### src/rtl/priority_encoder_q_if.sv
// priority_encoder_q_if
//   Downstream valid/ready channel carrying one encoded request index per beat.
//   Parameter W is the index width; it must equal $clog2(N) of the attached encoder.
//   Signals:
//     out_valid  encoder -> consumer  out_idx holds a granted index
//     out_ready  consumer -> encoder  consumer accepts out_idx this cycle
//     out_idx    encoder -> consumer  granted index, W bits
//   Modports: master (encoder side), slave (consumer side).
interface priority_encoder_q_if #(
    parameter int W = 3
) ();
    logic         out_valid;
    logic         out_ready;
    logic [W-1:0] out_idx;

    modport master (output out_valid, output out_idx, input out_ready);
    modport slave  (input out_valid, input out_idx, output out_ready);
endinterface

### src/rtl/priority_encoder_q.sv
// priority_encoder_q
//   Collects sporadic, possibly multi-hot request strobes into a sticky pending
//   register and hands the indices downstream one at a time over a valid/ready
//   channel. Nothing is dropped: a request stays pending until its index is
//   loaded into the output stage. Arbitration is fixed priority (lowest index
//   first) or round-robin, selected per cycle by mode.
//   Parameters:
//     N   number of request lines, 2..256, need not be a power of two
//     W   index width, derived as $clog2(N) (local, not overridable)
//   Ports:
//     clk      clock, all state on the rising edge
//     rst      synchronous active-high reset
//     req_in   request strobes, one cycle high = one request
//     mode     0 = fixed priority, 1 = round-robin
//     down     output stage (out_valid / out_ready / out_idx), master side
//     pend     pending register contents
//     overrun  one-cycle pulse when a request merged into an already pending
//              one; exists only when PENC_OVERRUN_EN is defined
module priority_encoder_q #(
    parameter int N = 8
) (
    input  logic                 clk,
    input  logic                 rst,
    input  logic [N-1:0]         req_in,
    input  logic                 mode,
    priority_encoder_q_if.master down,
    output logic [N-1:0]         pend
`ifdef PENC_OVERRUN_EN
    ,
    output logic                 overrun
`endif
);
    localparam int W = $clog2(N);

    logic [N-1:0] pend_q;
    logic         valid_q;
    logic [W-1:0] idx_q;
    logic [W-1:0] ptr_q;

    logic         any;
    logic         stage_free;
    logic         load;
    logic [W-1:0] sel_fx;
    logic [W-1:0] sel_rr;
    logic [W-1:0] sel;
    logic [W-1:0] ptr_next;
    logic [N-1:0] clr_mask;
    logic         found;
    logic [W:0]   scan;

    assign any        = |pend_q;
    assign stage_free = !valid_q || down.out_ready;
    assign load       = stage_free && any;

    // Fixed priority: scanning downward leaves the lowest set index in sel_fx.
    always_comb begin
        sel_fx = '0;
        for (int i = N - 1; i >= 0; i--) begin
            if (pend_q[i]) begin
                sel_fx = W'(i);
            end
        end
    end

    // Round-robin: walk ptr, ptr+1, ... with an explicit wrap at N so that
    // non-power-of-two N never produces an index >= N.
    always_comb begin
        found  = 1'b0;
        sel_rr = '0;
        scan   = '0;
        for (int k = 0; k < N; k++) begin
            scan = {1'b0, ptr_q} + (W+1)'(k);
            if (scan >= (W+1)'(N)) begin
                scan = scan - (W+1)'(N);
            end
            if (!found && pend_q[scan[W-1:0]]) begin
                found  = 1'b1;
                sel_rr = scan[W-1:0];
            end
        end
    end

    assign sel      = mode ? sel_rr : sel_fx;
    assign ptr_next = (sel == W'(N - 1)) ? '0 : sel + 1'b1;

    always_comb begin
        clr_mask = '0;
        if (load) begin
            clr_mask[sel] = 1'b1;
        end
    end

    always_ff @(posedge clk) begin
        if (rst) begin
            pend_q  <= '0;
            valid_q <= 1'b0;
            idx_q   <= '0;
            ptr_q   <= '0;
        end else begin
            // OR-ing req_in last makes a fresh request win over the clear of
            // the same bit in its load cycle.
            pend_q <= (pend_q & ~clr_mask) | req_in;
            if (stage_free) begin
                valid_q <= any;
                if (any) begin
                    idx_q <= sel;
                    ptr_q <= ptr_next;
                end
            end
        end
    end

`ifdef PENC_OVERRUN_EN
    logic overrun_q;

    // A bit being cleared this cycle and re-set is a new request, not a merge.
    always_ff @(posedge clk) begin
        if (rst) begin
            overrun_q <= 1'b0;
        end else begin
            overrun_q <= |(req_in & pend_q & ~clr_mask);
        end
    end

    assign overrun = overrun_q;
`endif

    assign down.out_valid = valid_q;
    assign down.out_idx   = idx_q;
    assign pend           = pend_q;
endmodule

### src/flat_wrapper.sv
// flat-port wrapper written by rule: the top's interface ports become plain ports
module priority_encoder_q_flat 
#(
    parameter int N = 8
)
  (clk, rst, req_in, mode, pend, down_out_valid, down_out_idx, down_out_ready);
  priority_encoder_q_if #(.W(3)) down_i ();
  input  logic clk;
  input  logic rst;
  input  logic [N-1:0] req_in;
  input  logic mode;
  output logic [N-1:0] pend;
  output wire logic [$bits(down_i.out_valid)-1:0] down_out_valid;
  output wire logic [$bits(down_i.out_idx)-1:0] down_out_idx;
  input wire logic [$bits(down_i.out_ready)-1:0] down_out_ready;
  assign down_out_valid = down_i.out_valid;
  assign down_out_idx = down_i.out_idx;
  assign down_i.out_ready = down_out_ready;
  priority_encoder_q #(.N(N)) u_core (.clk(clk), .rst(rst), .req_in(req_in), .mode(mode), .down(down_i), .pend(pend));
endmodule
### config.mk
export PLATFORM = sky130hd
export DESIGN_NAME = priority_encoder_q_flat
export DESIGN_NICKNAME = d
export VERILOG_FILES = /design/src/rtl/priority_encoder_q_if.sv /design/src/rtl/priority_encoder_q.sv /design/src/flat_wrapper.sv
export SDC_FILE = /design/constraint.sdc
export NUM_CORES = 1
export LEC_CHECK = 0
export CAP_MARGIN = 20
export CORE_AREA = 2 2 54 56
export CTS_CLUSTER_DIAMETER = 100
export CTS_CLUSTER_SIZE = 30
export DETAILED_ROUTE_END_ITERATION = 7
export DIE_AREA = 0 0 56 58
export DONT_BUFFER_PORTS = 1
export PLACE_DENSITY = 0.86
export SLEW_MARGIN = 5
export SYNTH_ARGS = -nofsm -noshare
export SYNTH_HDL_FRONTEND = slang
export SYNTH_SLANG_ARGS = --single-unit
### constraint.sdc
create_clock -name clk -period 4.2 [get_ports clk]
set_input_delay 0.84 -clock clk [delete_from_list [all_inputs] [get_ports clk]]
set_output_delay 0.84 -clock clk [all_outputs]
set_load 0.1 [all_outputs]
==> results.txt <==
----------------------------------------------------
[Outcome]
  Status ... finished clean

[Placement]
  Buffers added on ports ... 0
  Detailed-placement wirelength estimate ... 3280 um
  Weighted congestion reported at the end of routability-driven placement ... 0.976

[Die]
  Total die area ... 0.00325 mm^2
  Placeable core area ... 0.00266 mm^2
  Initial cell density of the core ... 61.1%
  Chip width ... 56 um
  I/O pin count ... 24
  Die span in y ... 58 um
  Standard-cell rows ... 19

[Critical path]
  Worst Reg-to-Reg Cells ... 13
  Data required, critical path ... 4.35 ns
  Critical-path cell list ... inv_1, ha_1, mux4_2, mux2i_4, and4_1, nand3_1, a211o_1, and3_4, inv_2, ha_1, inv_1, xnor2_1, a211oi_2
  Critical-path maximum fanout ... 10
  Setup crit end kind ... register
  Critical path launch point type ... register
  Critical path data arrival time ... 3.76 ns
  Cell with the largest stage delay on the worst path ... sky130_fd_sc_hd__ha_1
  Flop2flop setup slack ... 0.59 ns
  Largest stage delay on the critical path ... 0.61 ns
  Category of the critical setup timing path ... register to register

[Yosys]
  Most frequently used cell type in the post-synthesis netlist ... sky130_fd_sc_hd__nor2_1
  Count of state elements after synthesis ... 15
  Most area-consuming cells after synthesis ... sky130_fd_sc_hd__dfxtp_1 (18%), sky130_fd_sc_hd__mux4_2 (17%), sky130_fd_sc_hd__nor2_1 (5.3%)
  Synth warn ... 0
  Async SR Flop Fraction ... 0%
  Most numerous cell types in the synthesized netlist ... sky130_fd_sc_hd__nor2_1 (23), sky130_fd_sc_hd__dfxtp_1 (15), sky130_fd_sc_hd__a21oi_1 (13)
  Top-area cell type share of the netlist area ... 18.4%
  Biggest area consumer among synthesized cells ... sky130_fd_sc_hd__dfxtp_1
  Post-Synthesis Cell Area ... 0.00163 mm^2
  Cells after Synth ... 191
  Synthesized netlist net count ... 206
  Number of enable-type register cells in the synthesized netlist ... 0
  Mean cell area of the mapped netlist ... 8.52 um^2
  Count of distinct cell types in the synthesized netlist ... 54
  Register area share after synthesis ... 18.4%
  Top FF cell, synth ... sky130_fd_sc_hd__dfxtp_1

[STA]
  Final worst path period share ... 85.9%
  Total Neg Setup Slack ... 0 ns
  Clock Skews ... 0.00305 ns
  Final min period ... 3.61 ns
  Worst-Margin Slew ... 0.980 ns
  Max transition margin ... 34.6%
  Number of hold violations in the final report ... 0
  Unrepaired setup endpoints after global routing ... no
  Fmax ... 0.277 GHz
  Final slew viol count ... 0
  Setup violators final ... 0

[Finish]
  Area Overhead vs Synth ... 5.61%
  Number of inserted diodes ... 0
  Fin nets ... 211
  Layout cell share with drive strength beyond 1 ... 22.1%

[CTS]
  Number of hold buffers added after cts ... 0
  Bufs on Longest Clock Path ... 2
  Num Clock Sinks ... 15
  CTS tree ... done
  Post_cts resized ... 0
  Max H-tree Level ... 1
  Clock latency reported for the late side of the worst-skew pair ... 0.28 ns
  Clock root buffer ... sky130_fd_sc_hd__clkbuf_4
  CTS clock-pin slew for the worst setup and hold paths ... 0.09 ns
  CTS Buf Count ... 3
  Number of setup buffers added after CTS ... 0

[Global route]
  Vias in the first global route ... 1555
  Maximum number of pins on one net before global-route repair ... 21
  Congestion Overflow GR ... 0
  Wire length of the first global-routing pass ... 7290 um
  Antenna violations before repair ... 0
  GR Util All Layers ... 28.2%

[Route]
  Vias post-DR ... 1619
  Average via count per standard cell ... 7.16
  Number of optimization iterations in the first detailed-route pass ... 6
  Wire length after detailed routing ... 4350 um
  Remaining routing DRC violations ... 0
  Post-DR wirelength/cell ... 19.3 um
  Routed Antenna Nets ... 0
  Number of DRC markers in iteration 0 ... 124

[Hold path]
  Worst hold path type ... register to register
  Hold Path Stages ... 2

[Job]
  Max-cap violations ... 0

----------------------------------------------------
-- cell type report --
class,instances,area [um^2]
Sequential cell,15,300
Multi-Input combinational cell,151,1210
Inverter,13,48.8
Fill cell,231,943
Tap cell,31,38.8
Timing Repair Buffer,12,90.1
Clock buffer,4,26.3
-- final timing paths --
kind	start	to
worst max-delay path	u_core.ptr_q[0]	u_core.ptr_q[2]
worst min-delay path	u_core.pend[7]	u_core.pend[7]
worst max register to register	u_core.ptr_q[0]	u_core.ptr_q[2]
worst min register to register	u_core.pend[7]	u_core.pend[7]
-- registers in the layout, indices dropped and copies added, names as in the netlist --
name,cells
u_core.pend,8
u_core.down.out_idx,3
u_core.ptr_q,3
u_core.down.out_valid,1
-- critical path: cells and delay by family, from the launching register on --
kind,cells,cell delay (ns)
muxes,2,0.88
and+or+nand+nor,3,0.63
buffers and inverters,3,0.28
xor gates and xnor gates,1,0.21
adders and majority gates,2,0.75
AOI/OAI and AO/OA,2,0.38
DFF,1,0.34
-- routing by layer --
metal	vias up	global-route usage, %	wire [um]
li1	735	-	-
met1	764	35.6	1660
met2	94	49.4	2150
met3	26	2.23	387
met4	0	13.6	163
met5	-	0	0
-- metrics by stage --
step	worst slack (ns)	area, um^2	utilization [%]	hold WS, ns	instances
6_report	0.591	1720	64.6	0.558	226
5_1_grt	0.375	1720	64.6	0.585	226
4_1_cts	0.622	1720	64.6	0.548	226
3_5_place_dp	0.645	1690	63.6	0.537	222
3_3_place_gp	0.852	1690	63.6	0.522	222
2_1_floorplan	0.940	1630	-	0.598	191
-- logic make-up after synthesis --
family	Yosys count	share of synthesized area (%)
AND/OR/NAND/NOR	68	20.8
AO/OA/AOI/OAI	54	24.7
buffers and inverters	25	6.92
multiplexers	21	24.1
flip-flops	15	18.4
XOR/XNOR	5	2.69
adder cells (fa/ha/maj)	3	2.31
-- placed cells by master, fill, tap and decap left out, types with 6 or more instances in the layout --
cell / count
sky130_fd_sc_hd__buf_4: 12
sky130_fd_sc_hd__nor3_1: 6
sky130_fd_sc_hd__nor2_1: 23
sky130_fd_sc_hd__dfxtp_1: 15
sky130_fd_sc_hd__inv_1: 12
sky130_fd_sc_hd__o21ai_0: 7
sky130_fd_sc_hd__nand2_1: 12
sky130_fd_sc_hd__mux4_2: 12
sky130_fd_sc_hd__nand3_1: 7
sky130_fd_sc_hd__a21oi_1: 13
sky130_fd_sc_hd__a211oi_1: 7
Power is not shown: default switching activity piles up to over one toggle a cycle in this logic, so the estimate is an artifact.
